### config.mk
export PLATFORM = sky130hd
export DESIGN_NAME = id_ex_operand_stage_flat
export DESIGN_NICKNAME = d
export VERILOG_FILES = /design/src/rtl/rv32_pipe_pkg.sv /design/src/rtl/id_ex_operand_stage_if.sv /design/src/rtl/operand_fwd_mux.sv /design/src/rtl/id_ex_operand_stage.sv /design/src/flat_wrapper.sv
export SDC_FILE = /design/constraint.sdc
export NUM_CORES = 1
export LEC_CHECK = 0
export ABC_AREA = 0
export ABC_CLOCK_PERIOD_IN_PS = 2700
export CAP_MARGIN = 20
export CORE_AREA = 5 5 174 176
export CTS_CLUSTER_DIAMETER = 150
export DETAILED_ROUTE_END_ITERATION = 12
export DIE_AREA = 0 0 179 181
export GPL_TIMING_DRIVEN = 0
export PLACE_DENSITY = 0.69
export SLEW_MARGIN = 20
export SYNTH_ARGS = -nofsm -noshare
export SYNTH_HDL_FRONTEND = slang
export SYNTH_HIERARCHICAL = 1
export SYNTH_SLANG_ARGS = --single-unit
### constraint.sdc
create_clock -name CLK -period 2.7 [get_ports CLK]
set_clock_uncertainty 0.15 [all_clocks]
set_input_delay 0.54 -clock CLK [delete_from_list [all_inputs] [get_ports CLK]]
set_output_delay 0.54 -clock CLK [all_outputs]
set_load 0.03 [all_outputs]
### src/rtl/rv32_pipe_pkg.sv
// Shared RV32IM pipeline types and constants.
// Widths, register x0 and the ID/EX bundle with its bubble value.
package rv32_pipe_pkg;

   localparam int XLEN       = 32;
   localparam int REG_ADDR_W = 5;
   localparam int CTRL_W     = 16;

   localparam logic [REG_ADDR_W-1:0] REG_X0 = 5'd0;

   typedef struct packed {
      logic                  valid;
      logic                  reg_write;
      logic                  is_load;
      logic [REG_ADDR_W-1:0] rd;
      logic [XLEN-1:0]       op1;
      logic [XLEN-1:0]       op2;
      logic [XLEN-1:0]       imm;
      logic [XLEN-1:0]       pc;
      logic [CTRL_W-1:0]     ctrl;
   } id_ex_t;

   localparam id_ex_t ID_EX_NOP = '0;

endpackage

### src/rtl/id_ex_operand_stage_if.sv
// Decode-side, bypass and execute-side signals of the ID/EX stage.
// master drives decode and bypass sources; slave is the stage itself.
interface id_ex_operand_stage_if;
   import rv32_pipe_pkg::*;

   logic                  ID_VALID;
   logic [REG_ADDR_W-1:0] ID_RS1;
   logic [REG_ADDR_W-1:0] ID_RS2;
   logic                  ID_USES_RS1;
   logic                  ID_USES_RS2;
   logic [REG_ADDR_W-1:0] ID_RD;
   logic                  ID_REG_WRITE;
   logic                  ID_IS_LOAD;
   logic [XLEN-1:0]       ID_IMM;
   logic [XLEN-1:0]       ID_PC;
   logic [CTRL_W-1:0]     ID_CTRL;
   logic [XLEN-1:0]       RF_DATA1;
   logic [XLEN-1:0]       RF_DATA2;
   logic [XLEN-1:0]       EX_RESULT;
   logic [REG_ADDR_W-1:0] MEM_RD;
   logic                  MEM_REG_WRITE;
   logic [XLEN-1:0]       MEM_WDATA;
   logic [REG_ADDR_W-1:0] WB_RD;
   logic                  WB_REG_WRITE;
   logic [XLEN-1:0]       WB_DATA;
   logic                  EX_READY;
   logic                  FLUSH;
   logic                  ID_STALL;
   logic                  EX_VALID;
   logic                  EX_REG_WRITE;
   logic                  EX_IS_LOAD;
   logic [REG_ADDR_W-1:0] EX_RD;
   logic [XLEN-1:0]       EX_OP1;
   logic [XLEN-1:0]       EX_OP2;
   logic [XLEN-1:0]       EX_IMM;
   logic [XLEN-1:0]       EX_PC;
   logic [CTRL_W-1:0]     EX_CTRL;
   logic [31:0]           LU_STALL_COUNT;

   modport master (
      output ID_VALID, ID_RS1, ID_RS2, ID_USES_RS1, ID_USES_RS2,
      output ID_RD, ID_REG_WRITE, ID_IS_LOAD, ID_IMM, ID_PC, ID_CTRL,
      output RF_DATA1, RF_DATA2, EX_RESULT,
      output MEM_RD, MEM_REG_WRITE, MEM_WDATA,
      output WB_RD, WB_REG_WRITE, WB_DATA, EX_READY, FLUSH,
      input  ID_STALL, EX_VALID, EX_REG_WRITE, EX_IS_LOAD, EX_RD,
      input  EX_OP1, EX_OP2, EX_IMM, EX_PC, EX_CTRL, LU_STALL_COUNT
   );

   modport slave (
      input  ID_VALID, ID_RS1, ID_RS2, ID_USES_RS1, ID_USES_RS2,
      input  ID_RD, ID_REG_WRITE, ID_IS_LOAD, ID_IMM, ID_PC, ID_CTRL,
      input  RF_DATA1, RF_DATA2, EX_RESULT,
      input  MEM_RD, MEM_REG_WRITE, MEM_WDATA,
      input  WB_RD, WB_REG_WRITE, WB_DATA, EX_READY, FLUSH,
      output ID_STALL, EX_VALID, EX_REG_WRITE, EX_IS_LOAD, EX_RD,
      output EX_OP1, EX_OP2, EX_IMM, EX_PC, EX_CTRL, LU_STALL_COUNT
   );

endinterface

### src/rtl/operand_fwd_mux.sv
// One source-operand bypass select: x0, then EX, MEM, WB, else regfile.
// The youngest producer wins, so the case order is significant.
module operand_fwd_mux
   import rv32_pipe_pkg::*;
(
   input  logic [REG_ADDR_W-1:0] rs,
   input  logic                  ex_ok,
   input  logic [REG_ADDR_W-1:0] ex_rd,
   input  logic [XLEN-1:0]       ex_data,
   input  logic                  mem_we,
   input  logic [REG_ADDR_W-1:0] mem_rd,
   input  logic [XLEN-1:0]       mem_data,
   input  logic                  wb_we,
   input  logic [REG_ADDR_W-1:0] wb_rd,
   input  logic [XLEN-1:0]       wb_data,
   input  logic [XLEN-1:0]       rf_data,
   output logic [XLEN-1:0]       op
);

   always_comb begin
      op = rf_data;
      priority case (1'b1)
         (rs == REG_X0):             op = '0;
         (ex_ok  && ex_rd  == rs):   op = ex_data;
         (mem_we && mem_rd == rs):   op = mem_data;
         (wb_we  && wb_rd  == rs):   op = wb_data;
         default:                    op = rf_data;
      endcase
   end

endmodule

### src/rtl/id_ex_operand_stage.sv
// ID/EX pipeline register with operand bypass, load-use bubble,
// execute backpressure hold, flush and a load-use bubble counter.
module id_ex_operand_stage
   import rv32_pipe_pkg::*;
(
   input logic                  CLK,
   input logic                  RESET,
   id_ex_operand_stage_if.slave bus
);

   id_ex_t          ex_q;
   id_ex_t          ex_d;
   logic [31:0]     lu_cnt;
   logic            ex_fwd_ok;
   logic            rs1_hit;
   logic            rs2_hit;
   logic            lu;
   logic [XLEN-1:0] op1;
   logic [XLEN-1:0] op2;

   // A load's data is not ready in EX, so it is never bypassed from here.
   assign ex_fwd_ok = ex_q.valid & ex_q.reg_write & ~ex_q.is_load;

   assign rs1_hit = bus.ID_USES_RS1 & (bus.ID_RS1 == ex_q.rd);
   assign rs2_hit = bus.ID_USES_RS2 & (bus.ID_RS2 == ex_q.rd);

   assign lu = bus.ID_VALID & ex_q.valid & ex_q.is_load
             & (ex_q.rd != REG_X0) & (rs1_hit | rs2_hit);

   assign bus.ID_STALL = lu | ~bus.EX_READY;

   operand_fwd_mux u_fwd_rs1 (
      .rs       (bus.ID_RS1),
      .ex_ok    (ex_fwd_ok),
      .ex_rd    (ex_q.rd),
      .ex_data  (bus.EX_RESULT),
      .mem_we   (bus.MEM_REG_WRITE),
      .mem_rd   (bus.MEM_RD),
      .mem_data (bus.MEM_WDATA),
      .wb_we    (bus.WB_REG_WRITE),
      .wb_rd    (bus.WB_RD),
      .wb_data  (bus.WB_DATA),
      .rf_data  (bus.RF_DATA1),
      .op       (op1)
   );

   operand_fwd_mux u_fwd_rs2 (
      .rs       (bus.ID_RS2),
      .ex_ok    (ex_fwd_ok),
      .ex_rd    (ex_q.rd),
      .ex_data  (bus.EX_RESULT),
      .mem_we   (bus.MEM_REG_WRITE),
      .mem_rd   (bus.MEM_RD),
      .mem_data (bus.MEM_WDATA),
      .wb_we    (bus.WB_REG_WRITE),
      .wb_rd    (bus.WB_RD),
      .wb_data  (bus.WB_DATA),
      .rf_data  (bus.RF_DATA2),
      .op       (op2)
   );

   always_comb begin
      ex_d = ID_EX_NOP;
      if (bus.ID_VALID && !bus.FLUSH && !lu) begin
         ex_d.valid     = 1'b1;
         ex_d.reg_write = bus.ID_REG_WRITE;
         ex_d.is_load   = bus.ID_IS_LOAD;
         ex_d.rd        = bus.ID_RD;
         ex_d.op1       = op1;
         ex_d.op2       = op2;
         ex_d.imm       = bus.ID_IMM;
         ex_d.pc        = bus.ID_PC;
         ex_d.ctrl      = bus.ID_CTRL;
      end
   end

   // Backpressure freezes the register and the counter; flush waits for it.
   always_ff @(posedge CLK) begin
      if (RESET) begin
         ex_q   <= ID_EX_NOP;
         lu_cnt <= '0;
      end else if (bus.EX_READY) begin
         ex_q <= ex_d;
         if (lu && !bus.FLUSH) lu_cnt <= lu_cnt + 32'd1;
      end
   end

   assign bus.EX_VALID       = ex_q.valid;
   assign bus.EX_REG_WRITE   = ex_q.reg_write;
   assign bus.EX_IS_LOAD     = ex_q.is_load;
   assign bus.EX_RD          = ex_q.rd;
   assign bus.EX_OP1         = ex_q.op1;
   assign bus.EX_OP2         = ex_q.op2;
   assign bus.EX_IMM         = ex_q.imm;
   assign bus.EX_PC          = ex_q.pc;
   assign bus.EX_CTRL        = ex_q.ctrl;
   assign bus.LU_STALL_COUNT = lu_cnt;

endmodule

### src/flat_wrapper.sv
// flat-port wrapper written by rule: the top's interface ports become plain ports
module id_ex_operand_stage_flat import rv32_pipe_pkg::*;
  (CLK, RESET, bus_ID_VALID, bus_ID_RS1, bus_ID_RS2, bus_ID_USES_RS1, bus_ID_USES_RS2, bus_ID_RD, bus_ID_REG_WRITE, bus_ID_IS_LOAD, bus_ID_IMM, bus_ID_PC, bus_ID_CTRL, bus_RF_DATA1, bus_RF_DATA2, bus_EX_RESULT, bus_MEM_RD, bus_MEM_REG_WRITE, bus_MEM_WDATA, bus_WB_RD, bus_WB_REG_WRITE, bus_WB_DATA, bus_EX_READY, bus_FLUSH, bus_ID_STALL, bus_EX_VALID, bus_EX_REG_WRITE, bus_EX_IS_LOAD, bus_EX_RD, bus_EX_OP1, bus_EX_OP2, bus_EX_IMM, bus_EX_PC, bus_EX_CTRL, bus_LU_STALL_COUNT);
  id_ex_operand_stage_if bus_i ();
  input logic CLK;
  input logic RESET;
  input wire logic [$bits(bus_i.ID_VALID)-1:0] bus_ID_VALID;
  input wire logic [$bits(bus_i.ID_RS1)-1:0] bus_ID_RS1;
  input wire logic [$bits(bus_i.ID_RS2)-1:0] bus_ID_RS2;
  input wire logic [$bits(bus_i.ID_USES_RS1)-1:0] bus_ID_USES_RS1;
  input wire logic [$bits(bus_i.ID_USES_RS2)-1:0] bus_ID_USES_RS2;
  input wire logic [$bits(bus_i.ID_RD)-1:0] bus_ID_RD;
  input wire logic [$bits(bus_i.ID_REG_WRITE)-1:0] bus_ID_REG_WRITE;
  input wire logic [$bits(bus_i.ID_IS_LOAD)-1:0] bus_ID_IS_LOAD;
  input wire logic [$bits(bus_i.ID_IMM)-1:0] bus_ID_IMM;
  input wire logic [$bits(bus_i.ID_PC)-1:0] bus_ID_PC;
  input wire logic [$bits(bus_i.ID_CTRL)-1:0] bus_ID_CTRL;
  input wire logic [$bits(bus_i.RF_DATA1)-1:0] bus_RF_DATA1;
  input wire logic [$bits(bus_i.RF_DATA2)-1:0] bus_RF_DATA2;
  input wire logic [$bits(bus_i.EX_RESULT)-1:0] bus_EX_RESULT;
  input wire logic [$bits(bus_i.MEM_RD)-1:0] bus_MEM_RD;
  input wire logic [$bits(bus_i.MEM_REG_WRITE)-1:0] bus_MEM_REG_WRITE;
  input wire logic [$bits(bus_i.MEM_WDATA)-1:0] bus_MEM_WDATA;
  input wire logic [$bits(bus_i.WB_RD)-1:0] bus_WB_RD;
  input wire logic [$bits(bus_i.WB_REG_WRITE)-1:0] bus_WB_REG_WRITE;
  input wire logic [$bits(bus_i.WB_DATA)-1:0] bus_WB_DATA;
  input wire logic [$bits(bus_i.EX_READY)-1:0] bus_EX_READY;
  input wire logic [$bits(bus_i.FLUSH)-1:0] bus_FLUSH;
  output wire logic [$bits(bus_i.ID_STALL)-1:0] bus_ID_STALL;
  output wire logic [$bits(bus_i.EX_VALID)-1:0] bus_EX_VALID;
  output wire logic [$bits(bus_i.EX_REG_WRITE)-1:0] bus_EX_REG_WRITE;
  output wire logic [$bits(bus_i.EX_IS_LOAD)-1:0] bus_EX_IS_LOAD;
  output wire logic [$bits(bus_i.EX_RD)-1:0] bus_EX_RD;
  output wire logic [$bits(bus_i.EX_OP1)-1:0] bus_EX_OP1;
  output wire logic [$bits(bus_i.EX_OP2)-1:0] bus_EX_OP2;
  output wire logic [$bits(bus_i.EX_IMM)-1:0] bus_EX_IMM;
  output wire logic [$bits(bus_i.EX_PC)-1:0] bus_EX_PC;
  output wire logic [$bits(bus_i.EX_CTRL)-1:0] bus_EX_CTRL;
  output wire logic [$bits(bus_i.LU_STALL_COUNT)-1:0] bus_LU_STALL_COUNT;
  assign bus_i.ID_VALID = bus_ID_VALID;
  assign bus_i.ID_RS1 = bus_ID_RS1;
  assign bus_i.ID_RS2 = bus_ID_RS2;
  assign bus_i.ID_USES_RS1 = bus_ID_USES_RS1;
  assign bus_i.ID_USES_RS2 = bus_ID_USES_RS2;
  assign bus_i.ID_RD = bus_ID_RD;
  assign bus_i.ID_REG_WRITE = bus_ID_REG_WRITE;
  assign bus_i.ID_IS_LOAD = bus_ID_IS_LOAD;
  assign bus_i.ID_IMM = bus_ID_IMM;
  assign bus_i.ID_PC = bus_ID_PC;
  assign bus_i.ID_CTRL = bus_ID_CTRL;
  assign bus_i.RF_DATA1 = bus_RF_DATA1;
  assign bus_i.RF_DATA2 = bus_RF_DATA2;
  assign bus_i.EX_RESULT = bus_EX_RESULT;
  assign bus_i.MEM_RD = bus_MEM_RD;
  assign bus_i.MEM_REG_WRITE = bus_MEM_REG_WRITE;
  assign bus_i.MEM_WDATA = bus_MEM_WDATA;
  assign bus_i.WB_RD = bus_WB_RD;
  assign bus_i.WB_REG_WRITE = bus_WB_REG_WRITE;
  assign bus_i.WB_DATA = bus_WB_DATA;
  assign bus_i.EX_READY = bus_EX_READY;
  assign bus_i.FLUSH = bus_FLUSH;
  assign bus_ID_STALL = bus_i.ID_STALL;
  assign bus_EX_VALID = bus_i.EX_VALID;
  assign bus_EX_REG_WRITE = bus_i.EX_REG_WRITE;
  assign bus_EX_IS_LOAD = bus_i.EX_IS_LOAD;
  assign bus_EX_RD = bus_i.EX_RD;
  assign bus_EX_OP1 = bus_i.EX_OP1;
  assign bus_EX_OP2 = bus_i.EX_OP2;
  assign bus_EX_IMM = bus_i.EX_IMM;
  assign bus_EX_PC = bus_i.EX_PC;
  assign bus_EX_CTRL = bus_i.EX_CTRL;
  assign bus_LU_STALL_COUNT = bus_i.LU_STALL_COUNT;
  id_ex_operand_stage u_core (.CLK(CLK), .RESET(RESET), .bus(bus_i));
endmodule
==> key figures, run 1 <==
Yosys
  – Largest cells by area after synthesis: dfxtp_1 (40%), a22o_1 (14%), o221ai_1 (5.9%)
  – Cell variety after synth: 46
  – Most common cell in the synthesized netlist: dfxtp_1
  – FF+latch count, synth: 184
  – Synth top area share: 0.401
  – Commonest cells in the netlist: dfxtp_1 (184), a22o_1 (151), nand2_1 (83)
  – Synthesized cell area: 9180 sq um
  – Post-synth net total: 1279
  – Synth Flop Type: dfxtp_1
  – Synth warnings: 6
  – Ys async rst share: 0
  – Sequential area share after synthesis: 0.401
  – Syn_area_per_cell: 9.16 sq um
  – Post-synth EDFFs: 0
  – Post-Syn Instances: 1002
  – Largest area contributor in the netlist: dfxtp_1

STA
  – Setup_tns: -0.234 ns
  – Worst-margin pin slew: 0.663 ns
  – Final Cycle Share: 1.09
  – RSZ-0062 raised after global routing: true
  – Final hold violations: 0
  – Number of max-slew violations in the final report: 0
  – Final worst path period need: 2.93 ns
  – Fmax: 341 MHz
  – Setup violations, final: 1
  – Final worst slack: -0.234 ns
  – Relative slew slack: 0.557

Layout
  – Fillers: 2596
  – Final instance area: 15200 sq um
  – Register area: 3700 sq um
  – Area Overhead vs Synth: 66.1%
  – Final instance count without filler cells: 1910
  – Fraction of layout cells with a size suffix above 1: 0.0995
  – Core Util, Final: 0.535
  – Layout Nets: 1781
  – Multi-input gate area: 4970 sq um

Floorplan
  – Die height: 181 um
  – Core ar.: 28500 sq um
  – Die footprint: 32400 sq um
  – FP Rows: 62
  – Die X: 179 um
  – Io pins: 461
  – Starting Density: 0.322

Route
  – Routed Antenna Nets: 0
  – Initial DRC count: 1093
  – Via count: 10.9k
  – DRC violations left: 0
  – Total iterations of the first detailed-routing run: 6
  – Vias per cell: 5.72
  – Post-Route WL: 45800 um
  – Routed WL per cell: 24.0 um

Setup path
  – R2R Path Start: u_core/bus.EX_RD[1]
  – CP startpoint: bus_ID_RS1[2]
  – Crit path kind: input port to output port
  – Worst Setup Start Kind: input port
  – Worst-path fanout max: 5
  – Req. time, crit path: 2.01 ns
  – Critical path endpoint category: output port
  – Crit path DAT: 2.24 ns

Clock network
  – Cts bufs inserted: 17
  – Clock H-tree levels: 4
  – CTS tree: yes
  – CTS Buffer Depth: 2
  – Total clock sinks: 184
  – Hold-fix buffers, CTS: 0
  – Clock latency on the worst-skew pair: 0.44 ns
  – Clock Tree Root: clkbuf_16
  – Clock transition at path regs: 0.07 ns

Placed design
  – Dpl hpwl: 35200 um
  – Dpl ws: -1.58 ns
  – Placed cell count: 1846
  – Gp weighted congestion: 0.929
  – Port Buffer Count: 460
  – Placed Area: 14300 sq um

Pwr
  – IR drop worst, VDD: 0.000305 V
  – Power Dens Cells: 452 nW/um^2
  – Lkg Pwr: 0.00538 uW

Min path
  – Hold Path Class: flop to flop
  – Hold path start: u_core/bus.EX_OP2[24]

Global route
  – GR Util All Layers: 0.264
  – Grt total ovfl: 0
  – Antenna violations before repair: 13
  – Vias in the first global route: 10.5k
  – First-pass GRT wire length: 65800 um
  – Largest net degree at the start of global routing: 20

Flow run
  – Max Cap Violations: 0

Outcome
  – Run status: finished with violations
  – Failing checks: setup timing
## critical path, cell delays in order
cell and delay [ns]:
clkdlybuf4s15_2 0.27, xor2_1 0.21, nor4_4 0.34, a22oi_2 0.16, buf_8 0.15, o41ai_4 0.38, buf_6 0.19
## sequential cells by signal (all words and copies together), names as in the netlist
register,flops
u_core/bus.EX_IMM,32
u_core/bus.EX_OP1,32
u_core/bus.EX_OP2,32
u_core/bus.EX_PC,32
u_core/bus.LU_STALL_COUNT,32
u_core/bus.EX_CTRL,16
u_core/bus.EX_RD,5
u_core/bus.EX_IS_LOAD,1
u_core/bus.EX_REG_WRITE,1
u_core/bus.EX_VALID,1
## power breakdown
group	switching, uW	internal (uW)	leakage (uW)
Combinational	604	671	0.00356
Clock	1270	1550	0.000321
Sequential	37.2	2770	0.00149
Total	1910	4990	0.00538
## routing by layer
| layer | vias to the layer above | routed length, um | track usage |
|---|---|---|---|
| met5 | - | 82 | 0 |
| met3 | 81 | 5000 | 0.0842 |
| li1 | 4959 | - | - |
| met4 | 12 | 1140 | 0.0863 |
| met2 | 662 | 22000 | 0.439 |
| met1 | 5212 | 17500 | 0.321 |
## path summary, 6_finish.rpt
path         slack (ns)  depth (start not counted)               endpoint
max               -0.23                          7           bus_ID_STALL
min                0.33                          1  u_core/bus.EX_OP2[24]
max reg2reg        0.01                          8  u_core/bus.EX_OP1[31]
min reg2reg        0.33                          1  u_core/bus.EX_OP2[24]
## what timing repair did
| item | in CTS | in global routing |
|---|---|---|
| cloned | 0 | 0 |
| setup buffers | 6 | 19 |
| pin swaps | 4 | 6 |
| endpoints found under the setup margin | 173 | 165 |
| gates resized for setup | 40 | 43 |
## through the flow
step	total power (uW)	hold slack, ns
after global routing	7160	0.342
after CTS	6940	0.328
after detailed placement	4110	0.304
after global placement	4100	0.306
final	6900	0.326
after floorplan	3380	0.457
## final cells by class
class / count / share of cell area
Inverter: 5 / 0.00123
Buffer: 103 / 0.0400
Antenna cell: 9 / 0.00148
Clock buffer: 18 / 0.0288
Tap cell: 384 / 0.0315
Multi-Input combinational cell: 708 / 0.326
Sequential cell: 184 / 0.243
Timing Repair Buffer: 485 / 0.313
Clock inverter: 14 / 0.0148
## logic make-up (layout without fill, tap and decap cells)
family                     Yosys count  in the layout  synth area share
AOI/OAI and AO/OA                  411            411             0.332
and+or+nand+nor                    252            252             0.156
DFF                                184            184             0.401
buffers and inverters              110            625            0.0661
xor gates and xnor gates            40             40            0.0382
muxes                                4              4           0.00491
adders and majority gates            1              1           0.00136
other                                0              9                 0
## cells in the final DEF (no fill, tap or decap), drive strengths merged, types with 17 or more instances in the layout
cell / count
nand3: 21
clkdlybuf4s50: 449
or4: 23
or3: 65
o21ai: 67
a22o: 151
a31oi: 64
o31ai: 23
clkbuf: 84
xor2: 28
dfxtp: 184
nand2: 83
buf: 67
nor2: 17
a21oi: 29
o221ai: 62
Note: power is estimated with default switching activity, not from simulation.
==> inputs of run 2 (changes only) <==
--- a/config.mk
+++ b/config.mk
@@ -10,6 +10,7 @@
 export CAP_MARGIN = 20
 export CORE_AREA = 5 5 174 176
 export CTS_CLUSTER_DIAMETER = 150
+export CTS_CLUSTER_SIZE = 28
 export DETAILED_ROUTE_END_ITERATION = 12
 export DIE_AREA = 0 0 179 181
 export GPL_TIMING_DRIVEN = 0
==> constraint.sdc (replaced) <==
create_clock -name CLK -period 2.7 [get_ports CLK]
set_clock_uncertainty 0.15 [all_clocks]
set_input_delay 0.54 -clock CLK [delete_from_list [all_inputs] [get_ports CLK]]
set_output_delay 0.54 -clock CLK [all_outputs]
set_load 0.02 [all_outputs]
==> key figures, run 2 (synthesized netlist as in run 1, its figures left out) <==
Layout
  – Commonest non-fill, non-tap cell in the layout: clkdlybuf4s50_1
  – Commonest cells after routing, fill and taps aside: clkdlybuf4s50_1 (449), dfxtp_1 (179), a22o_1 (151)
  – Layout Nets: 1773
  – Area Overhead vs Synth: 64.4%
  – Fraction of layout cells with a size suffix above 1: 0.0895

Clock network
  – Total clock sinks: 184
  – Clock H-tree levels: 4
  – Clock latency on the worst-skew pair: 0.44 ns
  – Clock transition at path regs: 0.07 ns
  – Cts bufs inserted: 17
  – CTS Buffer Depth: 2
  – CTS tree: yes
  – Clock Tree Root: clkbuf_16

Floorplan
  – Die height: 181 um
  – Die footprint: 32400 sq um
  – Starting Density: 0.322
  – Core ar.: 28500 sq um
  – FP Rows: 62
  – Io pins: 461
  – Die X: 179 um

Route
  – Routed Antenna Nets: 0
  – Routed WL per cell: 24.2 um
  – Via count: 10.8k
  – Total iterations of the first detailed-routing run: 5
  – Initial DRC count: 1071
  – Vias per cell: 5.71
  – Post-Route WL: 45900 um
  – DRC violations left: 0

Min path
  – Hold Path Class: flop to flop

Placed design
  – Dpl ws: -1.50 ns
  – Dpl hpwl: 34200 um
  – Gp weighted congestion: 0.920
  – Port Buffer Count: 460

STA
  – Relative slew slack: 0.562
  – Final hold violations: 0
  – Final Cycle Share: 1.09
  – Setup violations, final: 1
  – RSZ-0062 raised after global routing: true
  – Final worst path period need: 2.95 ns
  – Number of max-slew violations in the final report: 0
  – Fmax: 339 MHz
  – Final worst slack: -0.249 ns
  – Worst-margin pin slew: 0.656 ns
  – Setup_tns: -0.249 ns

Setup path
  – Worst-path fanout max: 6
  – Crit path DAT: 2.26 ns
  – Critical path endpoint category: output port
  – Crit path kind: flop to output port
  – Flop-to-flop setup slack: 0.09 ns
  – Worst Setup Start Kind: flop
  – Req. time, crit path: 2.01 ns

Pwr
  – Power Dens Cells: 438 nW/um^2
  – IR drop worst, VDD: 0.000364 V
  – Lkg Pwr: 0.00527 uW

Global route
  – Grt total ovfl: 0
  – GR Util All Layers: 0.265
  – First-pass GRT wire length: 66300 um
  – Vias in the first global route: 10.8k
  – Largest net degree at the start of global routing: 19
  – Antenna violations before repair: 4

Outcome
  – Failing checks: setup timing
  – Run status: finished with violations

Flow run
  – Max Cap Violations: 0
==> run 2: cell count changes in the layout (fill, tap and decap cells not counted), moves of 2 or more <==
| cell | previous run | this run |
|---|---|---|
| clkbuf_1 | 48 | 56 |
| clkinv_4 | 0 | 6 |
| xor2_1 | 26 | 23 |
| dlygate4sd2_1 | 2 | 4 |
| xor2_2 | 2 | 5 |
| clkbuf_2 | 18 | 10 |
| diode_2 | 9 | 3 |
| buf_4 | 31 | 22 |
| inv_6 | 2 | 0 |
| bufinv_16 | 3 | 0 |
==> run 2: metrics by stage <==
step | hold slack (ns) | total power (uW) | utilization | cell area, sq um | instances
floorplan | 0.407 | 3330 | - | 9200 | 1002
global placement | 0.305 | 4050 | 0.502 | 14300 | 1846
detailed placement | 0.304 | 4060 | 0.502 | 14300 | 1846
CTS | 0.328 | 6630 | 0.527 | 15000 | 1889
global route | 0.338 | 6820 | 0.530 | 15100 | 1896
finish | 0.326 | 6600 | 0.530 | 15100 | 1896
==> run 2: layer usage <==
layer,routed length [um],global-route usage
met1,18000,0.323
met2,22300,0.456
met3,4760,0.0790
met4,862,0.0629
met5,7,0
==> run 2: power by group <==
part	internal (uW)	leakage, uW	switching, uW
clock	1230	0.000275	1330
sequential	2770	0.00149	36.4
combinational	670	0.00350	560
==> run 2: path summary, 6_finish.rpt <==
kind,startpoint,to,cells past startpoint
hold / removal,u_core/bus.EX_OP1[22],u_core/bus.EX_OP1[22],1
hold reg to reg,u_core/bus.EX_OP1[22],u_core/bus.EX_OP1[22],1
setup reg to reg,u_core/bus.EX_RD[4],u_core/bus.EX_PC[17],11
setup / recovery,u_core/bus.EX_RD[4],bus_ID_STALL,8
==> run 2: area by class of cell <==
class,count,area [sq um]
Inverter,5,18.8
Clock inverter,13,138
Timing Repair Buffer,476,4720
Antenna cell,3,7.51
Tap cell,384,480
Fill cell,2672,13400
Clock buffer,19,433
Sequential cell,184,3700
Multi-Input combinational cell,708,4970
Buffer,104,616
==> run 2: timing repair <==
item | in CTS | in global routing
cloned | 0 | 0
resized for setup | 48 | 29
pin swaps | 6 | 6
endpoints found under the setup margin | 174 | 142
hold buffers | 0 | 0
buffers inserted | 11 | 5
==> run 2: critical path: stages (launching register included) <==
cell      delay [ns]
dfxtp_4         0.39
buf_6           0.13
xor2_2          0.17
nor4_2          0.23
buf_4           0.17
a22oi_2         0.07
clkbuf_8        0.16
o41ai_4         0.32
buf_4           0.19
==> inputs of run 3 (changes only) <==
--- a/config.mk
+++ b/config.mk
@@ -14,7 +14,7 @@
 export DETAILED_ROUTE_END_ITERATION = 12
 export DIE_AREA = 0 0 179 181
 export GPL_TIMING_DRIVEN = 0
-export PLACE_DENSITY = 0.69
+export PLACE_DENSITY = 0.67
 export SLEW_MARGIN = 20
 export SYNTH_ARGS = -nofsm -noshare
 export SYNTH_HDL_FRONTEND = slang
==> key figures, run 3 (synthesized netlist as in run 1, its figures left out) <==
Floorplan
  – Core ar.: 28500 sq um
  – Die height: 181 um
  – Starting Density: 0.322
  – Io pins: 461
  – Die footprint: 32400 sq um
  – FP Rows: 62
  – Die X: 179 um

Route
  – Total iterations of the first detailed-routing run: 7
  – Initial DRC count: 983
  – Routed Antenna Nets: 0
  – Vias per cell: 5.68
  – Routed WL per cell: 24.0 um
  – Via count: 10.8k
  – Post-Route WL: 45700 um
  – DRC violations left: 0

Setup path
  – Crit path kind: flop to output port
  – Critical path endpoint category: output port
  – Req. time, crit path: 2.01 ns
  – Crit path DAT: 2.29 ns
  – Worst Setup Start Kind: flop
  – CP startpoint: u_core/bus.EX_RD[3]
  – Worst-path fanout max: 7
  – R2R Path Start: u_core/bus.EX_RD[1]
  – Flop-to-flop setup slack: 0.08 ns

Min path
  – Hold Path Class: flop to flop
  – Hold path start: u_core/bus.EX_IMM[1]

Global route
  – Antenna violations before repair: 7
  – GR Util All Layers: 0.267
  – First-pass GRT wire length: 66800 um
  – Vias in the first global route: 10.7k
  – Largest net degree at the start of global routing: 20
  – Grt total ovfl: 0

Clock network
  – Clock transition at path regs: 0.08 ns
  – Cts bufs inserted: 17
  – Total clock sinks: 184
  – Clock H-tree levels: 4
  – Hold-fix buffers, CTS: 0
  – Clock Tree Root: clkbuf_16
  – CTS tree: yes
  – CTS Buffer Depth: 2
  – Clock latency on the worst-skew pair: 0.44 ns

Outcome
  – Run status: finished with violations
  – Failing checks: setup timing

STA
  – Final worst path period need: 2.98 ns
  – RSZ-0062 raised after global routing: true
  – Setup_tns: -0.276 ns
  – Setup violations, final: 1
  – Fmax: 336 MHz
  – Number of max-slew violations in the final report: 0
  – Final hold violations: 0
  – Final worst slack: -0.276 ns
  – Final Cycle Share: 1.10
  – Relative slew slack: 0.589
  – Worst-margin pin slew: 0.615 ns

Layout
  – Fraction of layout cells with a size suffix above 1: 0.0938
  – Commonest non-fill, non-tap cell in the layout: clkdlybuf4s50_1
  – Commonest cells after routing, fill and taps aside: clkdlybuf4s50_1 (449), dfxtp_1 (179), a22o_1 (151)
  – Area Overhead vs Synth: 65.4%
  – Layout Nets: 1778

Flow run
  – Max Cap Violations: 0

Placed design
  – Gp weighted congestion: 0.903
  – Port Buffer Count: 460
  – Dpl hpwl: 34800 um

Pwr
  – Total power: 6700 uW
  – IR drop worst, VDD: 0.000301 V
  – Power Dens Cells: 441 nW/um^2
  – Lkg Pwr: 0.00532 uW
[run 3: cell count changes in the layout (fill, tap and decap cells not counted), sizes merged]
cell	previous run	this run
bufinv	0	1
buf	58	63
diode	3	4
clkbuf	84	85
dlygate4sd2	4	2
clkinv	8	6
inv	9	11
[run 3: final timing paths]
check	to	cells after the start
worst min register to register	u_core/bus.EX_IMM[1]	1
worst min-delay path	u_core/bus.EX_IMM[1]	1
worst max-delay path	bus_ID_STALL	6
worst max register to register	u_core/bus.EX_OP1[20]	8
[run 3: critical path, cell delays in order (launching register included)]
cell,delay [ns]
dfxtp_2,0.45
xor2_1,0.16
nor4_4,0.30
a22oi_2,0.18
clkbuf_8,0.19
o41ai_4,0.37
buf_4,0.20
[run 3: per-stage QoR]
stage,utilization,worst slack [ns],hold WS (ns),std cells,instance area [sq um]
6_report,0.533,-0.276,0.327,1902,15200
3_3_place_gp,0.502,-1.60,0.306,1846,14300
2_1_floorplan,-,0.00372,0.407,1002,9200
4_1_cts,0.528,-0.298,0.329,1888,15000
3_5_place_dp,0.502,-1.56,0.303,1846,14300
5_1_grt,0.533,-0.332,0.340,1902,15200
[run 3: cell type report]
type | count | area, sq um
multi-input combinational | 708 | 4990
tap | 384 | 480
sequential | 184 | 3700
timing repair buffer | 481 | 4750
inverter | 5 | 18.8
clock buffer | 18 | 439
fill | 2626 | 13300
antenna | 4 | 10.0
buffer | 104 | 603
clock inverter | 14 | 178
[run 3: power by group]
group | switching (uW) | internal [uW] | total, uW
registers | 36.5 | 2770 | 2800
clock network | 1310 | 1360 | 2670
logic | 553 | 670 | 1220
total | 1900 | 4800 | 6700
[run 3: repair_timing]
action	in CTS	in global routing
pin swaps	7	7
buffers inserted	10	11
hold endpoints to repair	0	0
setup endpoints to repair	174	99
gates resized for setup	47	29
cloned	0	0
[run 3: per-layer routing]
layer / share of wire / up-vias / GRT usage / wire [um]
met3: 0.11 / 72 / 0.0872 / 4820
met4: 0.021 / 6 / 0.0771 / 949
met1: 0.39 / 5186 / 0.328 / 17900
met5: 0.00085 / - / 0 / 39
li1: - / 4928 / - / -
met2: 0.48 / 613 / 0.446 / 22000
